`config.mk`:
```
export PLATFORM = sky130hd
export DESIGN_NAME = sr_jk_t_using_d
export DESIGN_NICKNAME = d
export VERILOG_FILES = /design/src/rtl/ff_conv_pkg.sv /design/src/rtl/dff_cell.sv /design/src/rtl/sr_jk_t_using_d.sv
export SDC_FILE = /design/constraint.sdc
export NUM_CORES = 1
export LEC_CHECK = 0
export ABC_AREA = 1
export CELL_PAD_IN_SITES_DETAIL_PLACEMENT = 1
export CELL_PAD_IN_SITES_GLOBAL_PLACEMENT = 1
export CORE_UTILIZATION = 33
export CTS_BUF_LIST = sky130_fd_sc_hd__clkbuf_4 sky130_fd_sc_hd__clkbuf_8
export DETAILED_ROUTE_END_ITERATION = 12
export PLACE_DENSITY = 0.86
export SLEW_MARGIN = 20
export SYNTH_ARGS = -nofsm -noshare
export SYNTH_HDL_FRONTEND = slang
export SYNTH_SLANG_ARGS = --single-unit
export TNS_END_PERCENT = 1
```
`constraint.sdc`:
```
create_clock -name clk -period 1.3 [get_ports clk]
set_clock_uncertainty 0.05 [all_clocks]
set_input_delay 0.26 -clock clk [delete_from_list [all_inputs] [get_ports clk]]
set_output_delay 0.26 -clock clk [all_outputs]
set_load 0.05 [all_outputs]
```
`src/rtl/ff_conv_pkg.sv`:
```
// Shared definitions for the flip-flop conversion set: checker FSM states,
// default counter width and a saturating increment helper.
package ff_conv_pkg;

    // Checker FSM states.
    typedef enum logic [1:0] {
        IDLE  = 2'd0,
        RUN   = 2'd1,
        FAULT = 2'd2
    } ff_state_e;

    // Default width of the saturating error and toggle counters.
    localparam int CNT_W_DEFAULT = 8;

    // Returns val+1, or val unchanged once it has reached 2^width-1.
    // Widths from 1 to 32 are supported; callers truncate the result.
    function automatic logic [31:0] sat_inc(input logic [31:0] val, input int width);
        logic [31:0] max_val;
        max_val = (width >= 32) ? 32'hFFFF_FFFF : ((32'd1 << width) - 32'd1);
        sat_inc = (val >= max_val) ? val : val + 32'd1;
    endfunction

endpackage

```
`src/rtl/dff_cell.sv`:
```
// Plain D flip-flop with synchronous active-low reset to 0. Used as the
// storage element behind each converted SR, JK and T flop.
module dff_cell (
    input  logic clk,
    input  logic rst,
    input  logic d,
    output logic q
);

    // Capture d every rising edge; reset to 0 while rst is low.
    always_ff @(posedge clk) begin
        // NOTE: non-blocking assignment keeps every flop sampling pre-edge values.
        // NOTE: reset is synchronous, so it is only tested inside the clocked block.
        if (!rst) q <= 1'b0;
        else      q <= d;
    end

endmodule

```
`src/rtl/sr_jk_t_using_d.sv`:
```
// SR, JK and T flip-flops built from D flops. Each requested next state is
// turned into SR/JK/T excitation, the three flops are driven through their
// characteristic equations, and a checker confirms all three reach the target.
// Optional feature: define FAULT_INJ_EN to add the inj port, which inverts the
// T excitation seen by the T flop while high.
// CNT_W must lie in 1..32.
module sr_jk_t_using_d
    import ff_conv_pkg::*;
#(
    parameter int CNT_W = CNT_W_DEFAULT
) (
    input  logic             clk,
    input  logic             rst,
    input  logic             in_valid,
    input  logic             in_d,
`ifdef FAULT_INJ_EN
    input  logic             inj,
`endif
    output logic             S,
    output logic             R,
    output logic             J,
    output logic             K,
    output logic             T,
    output logic             Qsr,
    output logic             Qjk,
    output logic             Qt,
    output logic             fault,
    output logic [CNT_W-1:0] err_cnt,
    output logic [CNT_W-1:0] tog_cnt,
    output logic             sr_illegal
);

    // Stage 0 and checker pipeline registers.
    logic tgt_q, tgt_d;
    logic vld_q, vld_d;
    logic chk_tgt_q, chk_tgt_d;
    logic chk_vld_q, chk_vld_d;

    // Counters.
    logic [CNT_W-1:0] err_cnt_q, err_cnt_d;
    logic [CNT_W-1:0] tog_cnt_q, tog_cnt_d;

    // Checker FSM.
    ff_state_e state_q;
    logic      fault_q;

    // Flop D inputs and checker result.
    logic sr_d, jk_d, t_d, t_eff;
    logic mismatch;

    // Pipeline next-state: target and valid move one stage per cycle.
    always_comb begin
        // NOTE: every signal written here gets a value on every path, so no latch is inferred.
        tgt_d     = in_d;
        vld_d     = in_valid;
        chk_tgt_d = tgt_q;
        chk_vld_d = vld_q;
    end

    // Excitation from the registered target and each flop's present state;
    // all zero (every flop holds) when no target is pending.
    always_comb begin
        S = vld_q &  tgt_q & ~Qsr;
        R = vld_q & ~tgt_q &  Qsr;
        J = vld_q &  tgt_q;
        K = vld_q & ~tgt_q;
        T = vld_q & (tgt_q ^ Qt);
    end

    // Characteristic equations feeding the D flops.
    always_comb begin
        sr_d = S | (~R & Qsr);
        jk_d = (J & ~Qjk) | (~K & Qjk);
`ifdef FAULT_INJ_EN
        t_eff = T ^ inj;
`else
        t_eff = T;
`endif
        t_d = t_eff ^ Qt;
    end

    dff_cell u_sr (.clk(clk), .rst(rst), .d(sr_d), .q(Qsr));
    dff_cell u_jk (.clk(clk), .rst(rst), .d(jk_d), .q(Qjk));
    dff_cell u_t  (.clk(clk), .rst(rst), .d(t_d),  .q(Qt));

    // Compare all three flops against the target one cycle after excitation,
    // and advance the saturating counters.
    always_comb begin
        mismatch  = chk_vld_q & ((Qsr != chk_tgt_q) | (Qjk != chk_tgt_q) | (Qt != chk_tgt_q));
        err_cnt_d = mismatch ? CNT_W'(sat_inc(32'(err_cnt_q), CNT_W)) : err_cnt_q;
        tog_cnt_d = (jk_d != Qjk) ? CNT_W'(sat_inc(32'(tog_cnt_q), CNT_W)) : tog_cnt_q;
    end

    // Pipeline and counter registers.
    always_ff @(posedge clk) begin
        if (!rst) begin
            tgt_q     <= 1'b0;
            vld_q     <= 1'b0;
            chk_tgt_q <= 1'b0;
            chk_vld_q <= 1'b0;
            err_cnt_q <= '0;
            tog_cnt_q <= '0;
        end else begin
            tgt_q     <= tgt_d;
            vld_q     <= vld_d;
            chk_tgt_q <= chk_tgt_d;
            chk_vld_q <= chk_vld_d;
            err_cnt_q <= err_cnt_d;
            tog_cnt_q <= tog_cnt_d;
        end
    end

    // Checker FSM: wait for the first target, then latch the first mismatch
    // into a FAULT state that only reset leaves.
    always_ff @(posedge clk) begin
        if (!rst) begin
            state_q <= IDLE;
            fault_q <= 1'b0;
        end else begin
            case (state_q)
                IDLE: begin
                    if (vld_q) state_q <= RUN;
                end
                RUN: begin
                    if (mismatch) begin
                        state_q <= FAULT;
                        fault_q <= 1'b1;
                    end
                end
                FAULT: begin
                    fault_q <= 1'b1;
                end
                default: begin
                    state_q <= IDLE;
                    fault_q <= 1'b0;
                end
            endcase
        end
    end

    assign fault      = fault_q;
    assign err_cnt    = err_cnt_q;
    assign tog_cnt    = tog_cnt_q;
    assign sr_illegal = S & R;

endmodule

```
# After elaboration in Yosys (flattened, before gate mapping)
# Index checks and enable logic that the tools add are counted.
# word_totals
output_inout_bits	26
input_bits	4
regBits	26
word_cells	58
# op_classes
muxes	5
reduce_logical	5
n_addsub	2
n_eq_ne	8
bitwise	25
n_lt_le_gt_ge	2
# op_table
cell	count
8-bit by 1-bit adder with 8-bit output (second input constant)	2
8-bit greater-or-equal comparator (second input constant)	2
1-bit AND	10
1-bit inverter	9
2-bit one-hot mux with 3 select lines	1
2-bit AND reduction	3
2-bit two-way mux	2
1-bit != test	4
2-bit != test (second input constant)	2
1-bit bitwise OR	4
1-bit one-hot mux with 3 select lines	1
3-bit AND reduction	1
2-bit by 1-bit == test with 1-bit output (second input constant)	1
2-bit == test (second input constant)	1
2-bit logical NOT	1
1-bit bitwise XOR	2
1-bit two-way mux	1

# Logic depth before layout (Yosys ltp)
# depth
depth_word	7
depth_mapped	9
depth_no_buf	9

# Hierarchy
# Synthesis repeated with hierarchy kept, for this count alone.
# hier_totals
cells_unflattened	211
area_unflattened_um2	1442.6
# by_module_without_submodules
mod	area_per_inst_um2	instances	cells_per_inst	seq_area_each_um2
sr_jk_t_using_d	1360.1	1	202	460.4
dff_cell	27.5	3	3	20.0

# Worst setup path after synthesis
# OpenSTA, ideal clock, no wires.
# synth_path
kind	register to register
startpoint	register tog_cnt_q[0], in the netlist tog_cnt[0]
endpoint	register tog_cnt_q[4], in the netlist tog_cnt[4]
synth_period_minus_slack_ps	1715
t_arrival_ps	1526
required_time_ps	1111
slack_ps	-415
setup_ps	139
n_path_buf	0
path_stages_with_launch	9
path_cell_list	dfxtp_1 -> ha_1 -> nand2_2 -> nor2_4 -> nand2_2 -> nand2_4 -> inv_4 -> nand2_1 -> a21oi_2
# synth_between
elab_chain_len	3
word_cells_on_any_way	4
cone_classes	add/sub (1); order compare (1); bitwise (1); reduce/logical (1)
# synth_rtl
item	line	source
start, declared	sr_jk_t_using_d.sv:41	logic [CNT_W-1:0] tog_cnt_q, tog_cnt_d;
start signal, assigned	sr_jk_t_using_d.sv:109	tog_cnt_q <= tog_cnt_d;
8-bit greater-or-equal comparator	ff_conv_pkg.sv:20	sat_inc = (val >= max_val) ? val : val + 32'd1;
1-bit inverter (no line)	-	
2-bit AND reduction (no line)	-	
# Several ways; a longest one is shown, not always the timed one.
# A chain may end at the register's enable or synchronous reset.

# Worst setup path in the final report
# layout_path
startpoint	register err_cnt_q[1], in the netlist err_cnt[1]
endpoint	register err_cnt_q[5], in the netlist err_cnt[5]
# layout_between
elab_chain_len	3
word_cells_on_any_way	4
cone_classes	add/sub (1); order compare (1); bitwise (1); reduce/logical (1)
# layout_rtl
item	line	source
start, declared	sr_jk_t_using_d.sv:40	logic [CNT_W-1:0] err_cnt_q, err_cnt_d;
start signal, assigned	sr_jk_t_using_d.sv:108	err_cnt_q <= err_cnt_d;
8-bit greater-or-equal comparator	ff_conv_pkg.sv:20	
1-bit inverter (no line)	-	
2-bit AND reduction (no line)	-	
# Several ways; a longest one is shown, not always the timed one.

==> qor.csv <==
metric,value,unit
Nets,256,
r2r startpoint,err_cnt[1],
mux cell area share after synthesis,0,%
drt first-iter violations,45,
Crit path arrival time,1.45,ns
Clock Path Buffers,2,
GR Util All Layers,23.39,%
Cell Rows,22,
Worst setup EP type,register,
setup TNS,-0.1035,ns
crit path buf inv count,1,
Clock Tree Root,clkbuf_8,
Hold Path Class,reg -> reg,
Detail Route Antenna Nets,0,
Setup Crit Path Kind,reg -> reg,
R2R depth,6,
"FF+latch count, synth",24,
DPL Wire Length,3.258,mm
gpl congestion,0.8039,
Final Hold Vio Count,0,
Remaining DRCs,0,
Reg2Reg Capture Point,err_cnt[5],
Synth Instances,194,
worst hold slack,0.4385,ns
Syn Area/Cell,6.965,um2
Max Freq,0.7451,GHz
CP max FO,4,
final WL,4.877,mm
antenna violations before repair,0,
Ports,30,
Top Family by Delay on Critical Path,simple AND/OR/NAND/NOR gates,
largest family of logic cells by synthesized area,simple AND/OR/NAND/NOR gates,
routed len/inst,16.70,um
top-area cell type share of the netlist area,35.56,%
Netlist Area Pre-Place,0.001351,mm2
Final Setup Violations,5,
"slowest stage cell, crit path",dfxtp_4,
PnR worst setup slack,-0.04213,ns
layout cell share with drive strength beyond 1,43.85,%
grt ovf,0,
MaxCap Viol Count,0,
largest stage delay on the critical path,0.37,ns
vias in the first global route,1569,
CTS buffer count,3,
hold path depth,2,
clk_lat worst skew,0.27,ns
Worst Hold End,state_q[0],
Initial Utilization,35.57,%
synth warn,0,
Final Max Tran Viols,0,
Post-Place Setup Slack,-0.09401,ns
crit path time final,1.342,ns
vias per cell,4.928,
Synth Area in XOR/XNOR,3.889,%
Leak,0.9714,nW
Synth Area in Simple Gates,34.63,%
core box area,0.003799,mm2
clk slew on worst S/H paths,0.08,ns
Tcrit/Tclk final,103.2,%
Adder-Cell Fraction of Synth Area,5.556,%
fillers,441,
"area leader, netlist",dfxtp_1,
H-tree levels,1,
Via Count,1439,
largest net degree at the start of global routing,14,
Final Power,1.577,mW
worst-path cell chain,buf_4 -> nand3_1 -> nor2_1 -> nand3_1 -> o21ai_1 -> nor2_1,
first-pass GRT wire length,7.500,mm
Die Span X,65.99,um
die area,0.004355,mm2
hold_sp,state_q[0],
"top cells by area, synth","dfxtp_1 (36%), nand2_1 (14%), inv_1 (8.1%)",
Cell variety after synth,25,
sequential fraction of the synthesis area,35.56,%
Compound-Gate Fraction of Synth Area,8.796,%
failing checks,negative setup slack,
Max VDD drop,0.3746,mV
Port Buffers,28,
CTS tree,yes,
Layout area overhead,68.43,%
ant diodes,0,
Critical Path RT,1.41,ns
Post-Syn Nets,204,
run status,"finished, violations left",
Worst R2R Setup Slack,-0.04,ns
drt pass-1 iters,4,
Cell Pwr Density,692.7,mW/mm2
Startpoint Class,register,
RSZ-0062 raised after global routing,true,
CTS Sinks,24,
Die Ht,65.99,um
-- state kept, by name, summed over array words and instances, names as in the netlist, named ones only --
name,cells
tog_cnt,8
chk_vld_d,1
chk_tgt_q,1
chk_vld_q,1
fault,1
chk_tgt_d,1
err_cnt,8
state_q,2
-- metal layers --
layer | vias up | routed length [um] | track usage (%)
li1 | 692 | - | -
met1 | 704 | 1976 | 25.05
met2 | 33 | 2645 | 44.77
met3 | 10 | 126 | 3.621
met4 | 0 | 128 | 9.574
met5 | - | 0 | 0
-- what timing repair did --
item                                    in CTS  in global routing
endpoints found under the setup margin      23                 30
gates resized for setup                     29                 14
hold buffers                                 0                  0
setup buffers                                3                  0
pin swaps                                    7                  7
-- how the worst max path moves through the flow --
stage | depth (start not counted) | slack [ns] | from | endpoint
floorplan | 7 | -0.15 | err_cnt[7] | err_cnt[4]
global placement | 8 | -0.03 | err_cnt[0] | err_cnt[4]
detailed placement | 4 | -0.09 | rst | tog_cnt[2]
CTS | 4 | -0.03 | chk_tgt_d | T
global route | 6 | -0.11 | err_cnt[1] | err_cnt[5]
finish | 6 | -0.04 | err_cnt[1] | err_cnt[5]
-- worst reg2reg max path, delay by kind of cell (launching register included) --
kind / cells / cell delay, ns
AND/OR/NAND/NOR: 4 / 0.50
flip-flops: 1 / 0.37
AO/OA/AOI/OAI: 1 / 0.18
buffers and inverters: 1 / 0.15
-- cell usage in the layout (no fill, tap or decap), types with 7 or more instances in the layout --
cell / n
nand2_1: 50
buf_4: 24
nor2_1: 22
dfxtp_4: 7
inv_1: 23
dfxtp_1: 7
dfxtp_2: 10
buf_12: 25
nand3_1: 9
a21oi_2: 8
-- cells in the mapped netlist --
cell type,number
o21ai_0,5
xnor2_1,1
nand3_2,2
nor2_4,2
nand2_1,51
nand3_1,10
clkbuf_1,1
dfxtp_1,24
inv_4,1
nor3_1,1
a211oi_1,1
conb_1,1
inv_2,1
a21oi_2,7
ha_1,6
inv_1,29
o21ai_1,1
nor2_2,1
buf_4,4
nand2_4,3
nand4_1,2
nor2_1,27
xor2_1,5
nand2_2,4
a21oi_1,4
-- cell type report --
class	instances	area (um2)	area share, %
Timing Repair Buffer	52	710.7	31.23
Clock buffer	3	41.29	1.814
Sequential cell	24	519.2	22.81
Tap cell	48	60.06	2.639
Multi-Input combinational cell	134	815.8	35.84
Inverter	31	128.9	5.662
-- per-stage QoR --
| stage | util [%] | std cells | instance area (um2) |
|---|---|---|---|
| after floorplan | - | 194 | 1375 |
| after CTS | 59.03 | 292 | 2242 |
| after detailed placement | 55.01 | 286 | 2090 |
| after global placement | 55.01 | 286 | 2090 |
| after global routing | 59.91 | 292 | 2276 |
| final | 59.91 | 292 | 2276 |
-- power by group --
group	internal, mW	leakage [nW]	switching, mW
sequential	0.749	0.205	0.0268
combinational	0.147	0.745	0.200
clock	0.208	0.0216	0.246
-- kinds of logic (layout without fill, tap and decap cells) --
| logic type | after synthesis | count (layout) |
|---|---|---|
| other cells | 1 | 1 |
| buf+inv | 36 | 86 |
| flops | 24 | 24 |
| compound gates | 18 | 18 |
| simple gates | 103 | 103 |
| fa+ha+maj | 6 | 6 |
| xor+xnor | 6 | 6 |
(Power assumes the default switching activity.)
